### config.mk
export PLATFORM = sky130hd
export DESIGN_NAME = png_jkff_bank
export DESIGN_NICKNAME = d
export VERILOG_FILES = /design/src/rtl/png_jkff_bank.sv
export SDC_FILE = /design/constraint.sdc
export NUM_CORES = 1
export LEC_CHECK = 0
export BUFFER_PORTS_ARGS = -buffer_cell sky130_fd_sc_hd__buf_2
export CAP_MARGIN = 0
export CORE_ASPECT_RATIO = 1.2
export CORE_UTILIZATION = 38
export CTS_CLUSTER_DIAMETER = 200
export CTS_CLUSTER_SIZE = 28
export DETAILED_ROUTE_END_ITERATION = 10
export GPL_ROUTABILITY_DRIVEN = 0
export PLACE_DENSITY = 0.69
export SLEW_MARGIN = 30
export SYNTH_ARGS = -nofsm -noshare
export SYNTH_HDL_FRONTEND = slang
export SYNTH_SLANG_ARGS = --single-unit
### constraint.sdc
create_clock -name clk -period 1.8 [get_ports clk]
set_clock_uncertainty 0.1 [all_clocks]
set_input_delay 0.36 -clock clk [delete_from_list [all_inputs] [get_ports clk]]
set_output_delay 0.36 -clock clk [all_outputs]
set_load 0.05 [all_outputs]
### src/rtl/png_jkff_bank.sv
// png_jkff_bank: N-channel JK/D/T flip-flop bank for the Pong TTL netlist.
// Every channel runs on the system clock. A falling edge of the per-channel
// logic clock becomes a one-cycle update enable.
// Optional build macro PNG_JKFF_BANK_FILTER_EN adds a per-channel lclk
// synchroniser and glitch filter.
module png_jkff_bank #(
    parameter int unsigned    N           = 4,
    parameter int unsigned    MODE        = 0,
    parameter logic [N-1:0]   INIT        = '0,
    parameter int unsigned    FILT_CYCLES = 2
) (
    input  logic         clk,
    input  logic         clr,
    input  logic [N-1:0] lclk,
    input  logic [N-1:0] j,
    input  logic [N-1:0] k,
    input  logic [N-1:0] _set,
    input  logic [N-1:0] _clr,
    output logic [N-1:0] q,
    output logic [N-1:0] _q,
    output logic [N-1:0] fall
);

    // Reject out-of-range configurations at elaboration
    if (N < 1 || N > 32 || FILT_CYCLES < 1 || FILT_CYCLES > 15) begin : g_param_err
        $error("png_jkff_bank: parameter out of range");
    end

    logic [N-1:0] lvl;
    logic [N-1:0] fedge;
    logic [N-1:0] q_d, q_q;
    logic [N-1:0] lprev_d, lprev_q;
    logic [N-1:0] fall_d, fall_q;

`ifdef PNG_JKFF_BANK_FILTER_EN
    localparam logic [3:0] FiltLast = 4'(FILT_CYCLES - 1);

    logic [N-1:0]      sync1_q, sync2_q;
    logic [N-1:0]      flt_d, flt_q;
    logic [N-1:0][3:0] cnt_d, cnt_q;

    // Filter: flip the level after FILT_CYCLES consecutive disagreeing samples
    always_comb begin
        flt_d = flt_q;
        cnt_d = cnt_q;
        for (int i = 0; i < N; i++) begin
            if (sync2_q[i] != flt_q[i]) begin
                if (cnt_q[i] >= FiltLast) begin
                    flt_d[i] = sync2_q[i];
                    cnt_d[i] = 4'd0;
                end else if (cnt_q[i] != 4'hf) begin
                    cnt_d[i] = cnt_q[i] + 4'd1;
                end
            end else begin
                cnt_d[i] = 4'd0;
            end
        end
    end

    // Synchroniser, counter and filtered-level registers
    always_ff @(posedge clk or posedge clr) begin
        if (clr) begin
            sync1_q <= '0;
            sync2_q <= '0;
            flt_q   <= '0;
            cnt_q   <= '0;
        end else begin
            sync1_q <= lclk;
            sync2_q <= sync1_q;
            flt_q   <= flt_d;
            cnt_q   <= cnt_d;
        end
    end

    assign lvl = flt_q;
`else
    assign lvl = lclk;
`endif

    // Next state: clear beats set beats edge update; an edge under set/clear is consumed
    always_comb begin
        q_d     = q_q;
        fall_d  = '0;
        lprev_d = lvl;
        fedge   = lprev_q & ~lvl;
        for (int i = 0; i < N; i++) begin
            if (!_clr[i]) begin
                q_d[i] = 1'b0;
            end else if (!_set[i]) begin
                q_d[i] = 1'b1;
            end else if (fedge[i]) begin
                fall_d[i] = 1'b1;
                case (MODE)
                    1: q_d[i] = j[i];
                    2: q_d[i] = q_q[i] ^ j[i];
                    default: begin
                        case ({j[i], k[i]})
                            2'b00:   q_d[i] = q_q[i];
                            2'b01:   q_d[i] = 1'b0;
                            2'b10:   q_d[i] = 1'b1;
                            default: q_d[i] = ~q_q[i];
                        endcase
                    end
                endcase
            end
        end
    end

    // State, previous-level and strobe registers
    always_ff @(posedge clk or posedge clr) begin
        if (clr) begin
            q_q     <= INIT;
            lprev_q <= '0;
            fall_q  <= '0;
        end else begin
            q_q     <= q_d;
            lprev_q <= lprev_d;
            fall_q  <= fall_d;
        end
    end

    assign q    = q_q;
    assign _q   = ~q_q;
    assign fall = fall_q;

endmodule
==> parameters.txt, run 1 <==
Parameter                              Value

Run status
  Result of the run ... finished with violations
  Failing checks ... negative hold slack

Detailed routing
  Routed wire per std cell ... 10.2 um
  Remaining antenna violation count ... 0
  Via total after detailed routing ... 551
  Detail-routed via count per cell ... 4.83
  Met3 wire length ... 81 um
  WL met2 ... 583 um
  DR iter-0 viols ... 9
  DRC violation count after routing ... 0
  DRT met1 WL ... 489 um
  Top routing layer in use ... met4
  Drt total wl ... 1170 um
  Count of TritonRoute iterations in the first routing pass ... 4

Timing
  Tcrit/Tclk final ... 0.800
  Highest clock frequency the design can meet ... 695 MHz
  Unrepaired setup endpoints after global routing ... no
  Hold WS ... -0.0149 ns
  Worst Max-Slew Pin Slew ... 0.422 ns
  Final hold vios ... 12
  Fin. max-slew vios ... 0
  Count of endpoints failing setup in the final report ... 0
  Final setup TNS ... 0 ns
  Min Tclk post-route ... 1.44 ns
  Max-slew headroom ... 0.718

Global routing
  Initial antenna violation count ... 0
  Wire length of the first global-routing pass ... 1850 um
  Global route total overflow ... 0
  Maximum number of pins on one net before global-route repair ... 13
  Overall track demand over capacity in global routing ... 0.144
  Via count of the first global-routing pass ... 517

Finish
  Layout cell share with drive strength beyond 1 ... 0.371
  Area taken by flip-flops and latches ... 300 um^2
  Final cell count without fillers ... 114
  Post-layout nets ... 129
  Final Cell Area ... 851 um^2
  Fillers ... 147
  N_diodes ... 0
  Area growth from synthesis to final layout ... 32.6%
  Area of the multi-input gates ... 270 um^2

Floorplan
  Vert. Die Dim ... 47.0 um
  Core area ... 0.00150 mm^2
  Number of I/O pins ... 34
  Starting utilization of the core area ... 0.428
  Area of the die ... 0.00186 mm^2
  Cell row count ... 15
  Horizontal extent of the die ... 39.5 um

Synthesis
  Top-count cell post-synth ... inv_1
  Synthesized Nets ... 91
  Synth top area cells ... dfrtp_1, ha_1, inv_1, and4b_1, o311a_1
  Cell variety after synth ... 13
  Share of synthesized registers carrying an async set or reset ... 1.00
  Top cells by count, synth ... inv_1, dfrtp_1, ha_1
  Most used DFF post-synth ... dfrtp_1
  Post-synthesis instance area ... 642 um^2
  Number of enable flip-flop cells after synthesis ... 0
  Synthesis warning total ... 0
  Synth top area share ... 0.468
  Register bit total from synthesis ... 12
  Sequential area share after synthesis ... 0.468
  Dominant cell type by area after synthesis ... dfrtp_1
  Mean instance size in the synthesized netlist ... 10.5 um^2
  Number of cells produced by synthesis ... 61

CTS
  Number of H-tree levels ... 1
  Hold buffers post-CTS ... 0
  Post-cts sizing count ... 0
  Number of clock sinks ... 12
  Latest clock arrival within the worst-skew pair ... 0.25 ns
  CTS tree ... yes
  Clk slew on worst S/H paths ... 0.06 ns
  Longest Clk Path Bufs ... 2
  Total CTS buffers ... 3
  Number of buffers inserted by post-CTS setup repair ... 0
  Clock root buffer ... clkbuf_4

Critical path
  Required time worst endpoint ... 1.34 ns
  Worst r2r dst ... q[2]$_DFFE_PP0P_
  Worst Path Arrival ... 0.98 ns
  Reg-to-reg setup timing slack ... 0.50 ns
  Critical register-to-register path startpoint ... lprev_q[2]$_DFF_PP0_
  Cells along the critical path ... inv_1, buf_2
  R2R cell count ... 3
  Maximum fanout along the worst path ... 4
  Start-to-end type of the worst setup path ... reg2out
  Cell type of the slowest stage on the worst timing path ... dfrtp_1
  Startpoint types ... register
  Number of buffers and inverters on the critical path ... 2
  Type of destination of the critical path ... primary output
  Delay-heaviest family, CP ... flip-flops
  Delay of the slowest cell on the worst path ... 0.41 ns

Min path
  Min-delay worst type ... in2async

Run
  MaxCap Viol Count ... 0

Power
  Static Leakage ... 0.000512 uW
  Final total power ... 598 uW
  Internal power ... 411 uW
  Fraction of power spent switching nets ... 0.313
  Sequential share of power ... 0.491
  Worst IR drop on VDD ... 0.349 mV
  Net switching power of the design ... 187 uW
  Clk network pwr share ... 0.249
  Logic pwr share ... 0.260
  Power density of the placed cells ... 703 mW/mm^2

Placement
  Total cell area at the placement stage ... 828 um^2
  Cell total after placement ... 111
  Count of input and output buffers ... 33
  Final HPWL DP ... 1030 um
==> flip-flops by register name (all words and copies together), names as in the netlist <==
register  cells
fall          4
lprev_q       4
q             4
==> stage by stage <==
step | util | setup slack [ns] | hold slack, ns
after floorplan | - | 0.288 | 0.125
after global placement | 0.552 | 0.173 | 0.276
after detailed placement | 0.552 | 0.128 | 0.280
after CTS | 0.567 | 0.344 | 0.00189
after global routing | 0.567 | 0.307 | 0.0383
final | 0.567 | 0.360 | -0.0149
==> metal layers <==
metal  global-route usage  vias to the layer above
met3               0.0190                        2
li1                     -                      280
met4               0.0621                        0
met2                0.269                       23
met1                0.158                      246
met5                    0                        -
==> worst max path at each step <==
| stage | from | to | slack, ns | depth (start not counted) |
|---|---|---|---|---|
| floorplan | j[2] | q[2]$_DFFE_PP0P_ | 0.29 | 5 |
| global placement | j[2] | q[2]$_DFFE_PP0P_ | 0.17 | 6 |
| detailed placement | j[2] | q[2]$_DFFE_PP0P_ | 0.13 | 6 |
| CTS | q[2]$_DFFE_PP0P_ | _q[2] | 0.34 | 2 |
| global route | q[3]$_DFFE_PP0P_ | _q[3] | 0.31 | 2 |
| finish | q[2]$_DFFE_PP0P_ | _q[2] | 0.36 | 2 |
==> cell families (layout without fill, tap and decap cells) <==
group	after synthesis	after routing	synth area share
AO/OA/AOI/OAI	10	10	0.121
AND/OR/NAND/NOR	12	12	0.144
adder cells (fa/ha/maj)	8	8	0.156
flip-flops	12	12	0.468
buffers and inverters	19	55	0.111
==> cell usage in the layout, fill, tap and decap left out <==
cell type and count:
or3b_1 2, o2111ai_1 2, o311a_1 2, nand2_1 2, ha_1 8, a31oi_1 2, inv_1 19, buf_2 33
and4b_1 4, a211o_1 2, and2_1 2, clkbuf_4 3, dfrtp_1 12, nor3b_1 2, o21ai_0 2
==> power by group through the flow <==
stage / clock [uW] / combinational [uW] / sequential (uW)
2_1_floorplan: 0 / 69.7 / 331
3_3_place_gp: 0 / 153 / 298
3_5_place_dp: 0 / 158 / 299
4_1_cts: 155 / 158 / 293
5_1_grt: 160 / 172 / 295
6_report: 149 / 155 / 293
==> layout make-up <==
type / count / share of cell area
Inverter: 19 / 0.0838
Multi-Input combinational cell: 30 / 0.318
Clock buffer: 3 / 0.0265
Sequential cell: 12 / 0.353
Tap cell: 17 / 0.0250
Timing Repair Buffer: 33 / 0.194
Power figures use the tool's default switching activity.
==> inputs of run 2 (changes only) <==
PLACE_DENSITY = 0.72   (was 0.69)
clock period = 1.3 ns   (was 1.8 ns; I/O delays follow)
==> parameters.txt, run 2 (synthesis gave the netlist of run 1 again) <==
Parameter                              Value

Timing
  Unrepaired setup endpoints after global routing ... yes
  Tcrit/Tclk final ... 0.988
  Post-route worst setup slack ... 0.0156 ns
  Max-slew headroom ... 0.723
  Min Tclk post-route ... 1.28 ns
  Final hold vios ... 0
  Count of endpoints failing setup in the final report ... 0
  Worst Max-Slew Pin Slew ... 0.415 ns
  Hold WS ... 0.0375 ns
  Fin. max-slew vios ... 0
  Highest clock frequency the design can meet ... 779 MHz

Power
  Final total power ... 911 uW
  Worst IR drop on VDD ... 0.384 mV
  Power density of the placed cells ... 889 mW/mm^2
  Clk network pwr share ... 0.241
  Fraction of power spent switching nets ... 0.305
  Net switching power of the design ... 278 uW
  Static Leakage ... 0.000582 uW
  Sequential share of power ... 0.449
  Logic pwr share ... 0.310
  Internal power ... 633 uW

Detailed routing
  DRC violation count after routing ... 0
  Detail-routed via count per cell ... 4.63
  Drt total wl ... 1280 um
  Remaining antenna violation count ... 0
  Count of TritonRoute iterations in the first routing pass ... 4
  Via total after detailed routing ... 588
  DR iter-0 viols ... 2
  Routed wire per std cell ... 10.1 um

CTS
  Number of clock sinks ... 12
  Longest Clk Path Bufs ... 2
  Latest clock arrival within the worst-skew pair ... 0.26 ns
  Clock root buffer ... clkbuf_4
  Clk slew on worst S/H paths ... 0.07 ns
  Total CTS buffers ... 3
  Number of H-tree levels ... 1
  CTS tree ... yes

Floorplan
  Starting utilization of the core area ... 0.428
  Horizontal extent of the die ... 39.5 um
  Area of the die ... 0.00186 mm^2
  Vert. Die Dim ... 47.0 um
  Cell row count ... 15
  Number of I/O pins ... 34
  Core area ... 0.00150 mm^2

Global routing
  Via count of the first global-routing pass ... 535
  Initial antenna violation count ... 0
  Overall track demand over capacity in global routing ... 0.161
  Maximum number of pins on one net before global-route repair ... 13
  Global route total overflow ... 0
  Wire length of the first global-routing pass ... 2010 um

Critical path
  Type of destination of the critical path ... register
  Startpoint types ... register
  Reg-to-reg setup timing slack ... 0.02 ns
  Worst Path Arrival ... 1.36 ns
  Maximum fanout along the worst path ... 2
  Required time worst endpoint ... 1.38 ns
  Start-to-end type of the worst setup path ... reg2reg

Finish
  Utilization after layout ... 0.683
  Layout cell share with drive strength beyond 1 ... 0.527
  N_diodes ... 0
  Area growth from synthesis to final layout ... 59.6%
  Most frequent cells in the layout ... buf_2, inv_1, buf_4
  Final cell count without fillers ... 127
  Most common cell after layout, fill and taps aside ... buf_2
  Post-layout nets ... 141

Min path
  Min-delay worst type ... in2reg

Placement
  Worst slack at placement ... -0.250 ns
  Final HPWL DP ... 1070 um
  Cell total after placement ... 121
  Count of input and output buffers ... 33

Run
  MaxCap Viol Count ... 0

Run status
  Result of the run ... finished clean
run 2: cell count changes in the layout (fill, tap and decap cells not counted), sizes merged:
cell         delta
buf            +10
dlygate4sd3     +1
clkbuf          +2
run 2: per-stage QoR:
step	TNS (ns)	cell area [um^2]
finish	0	1020
global route	-0.0648	1020
floorplan	-0.0308	677
global placement	-0.477	938
detailed placement	-0.556	938
CTS	0	985
run 2: power groups by stage:
stage | Sequential, uW | Clock (uW) | Combinational (uW)
floorplan | 461 | 0 | 103
global placement | 415 | 0 | 245
detailed placement | 415 | 0 | 252
CTS | 408 | 232 | 261
global route | 412 | 247 | 307
finish | 409 | 220 | 283
run 2: final timing paths:
path	end	cells past startpoint	start
setup / recovery	q[0]$_DFFE_PP0P_	3	lprev_q[0]$_DFF_PP0_
hold / removal	lprev_q[1]$_DFF_PP0_	1	lclk[1]
setup reg to reg	q[0]$_DFFE_PP0P_	3	lprev_q[0]$_DFF_PP0_
hold reg to reg	fall[3]$_DFF_PP0_	1	lprev_q[3]$_DFF_PP0_
max in group asynchronous	q[1]$_DFFE_PP0P_	3	clr
min in group asynchronous	fall[0]$_DFF_PP0_	3	clr
run 2: worst max-delay path: stages, from the launching register on:
cell and delay, ns:
dfrtp_1 0.35, or3b_4 0.38, a211o_1 0.23, a31oi_1 0.15
run 2: repair_timing:
action | in CTS | in global routing
endpoints found under the hold margin | 12 | 0
resized for setup | 4 | 15
setup endpoints to repair | 4 | 9
setup buffers | 0 | 1
pin swaps | 0 | 2
hold buffers | 1 | 0
run 2: layout make-up:
class	instances	area, um^2
Clock buffer	4	26.3
Fill cell	143	477
Inverter	19	88.8
Multi-Input combinational cell	30	285
Sequential cell	12	305
Tap cell	17	21.3
Timing Repair Buffer	45	298
run 2: per-layer routing:
layer / vias to the layer above / GRT usage / wire, um
li1: 302 / - / -
met1: 266 / 0.195 / 542
met2: 20 / 0.269 / 674
met3: 0 / 0.0284 / 65
met4: 0 / 0.0828 / 0
met5: - / 0 / 0
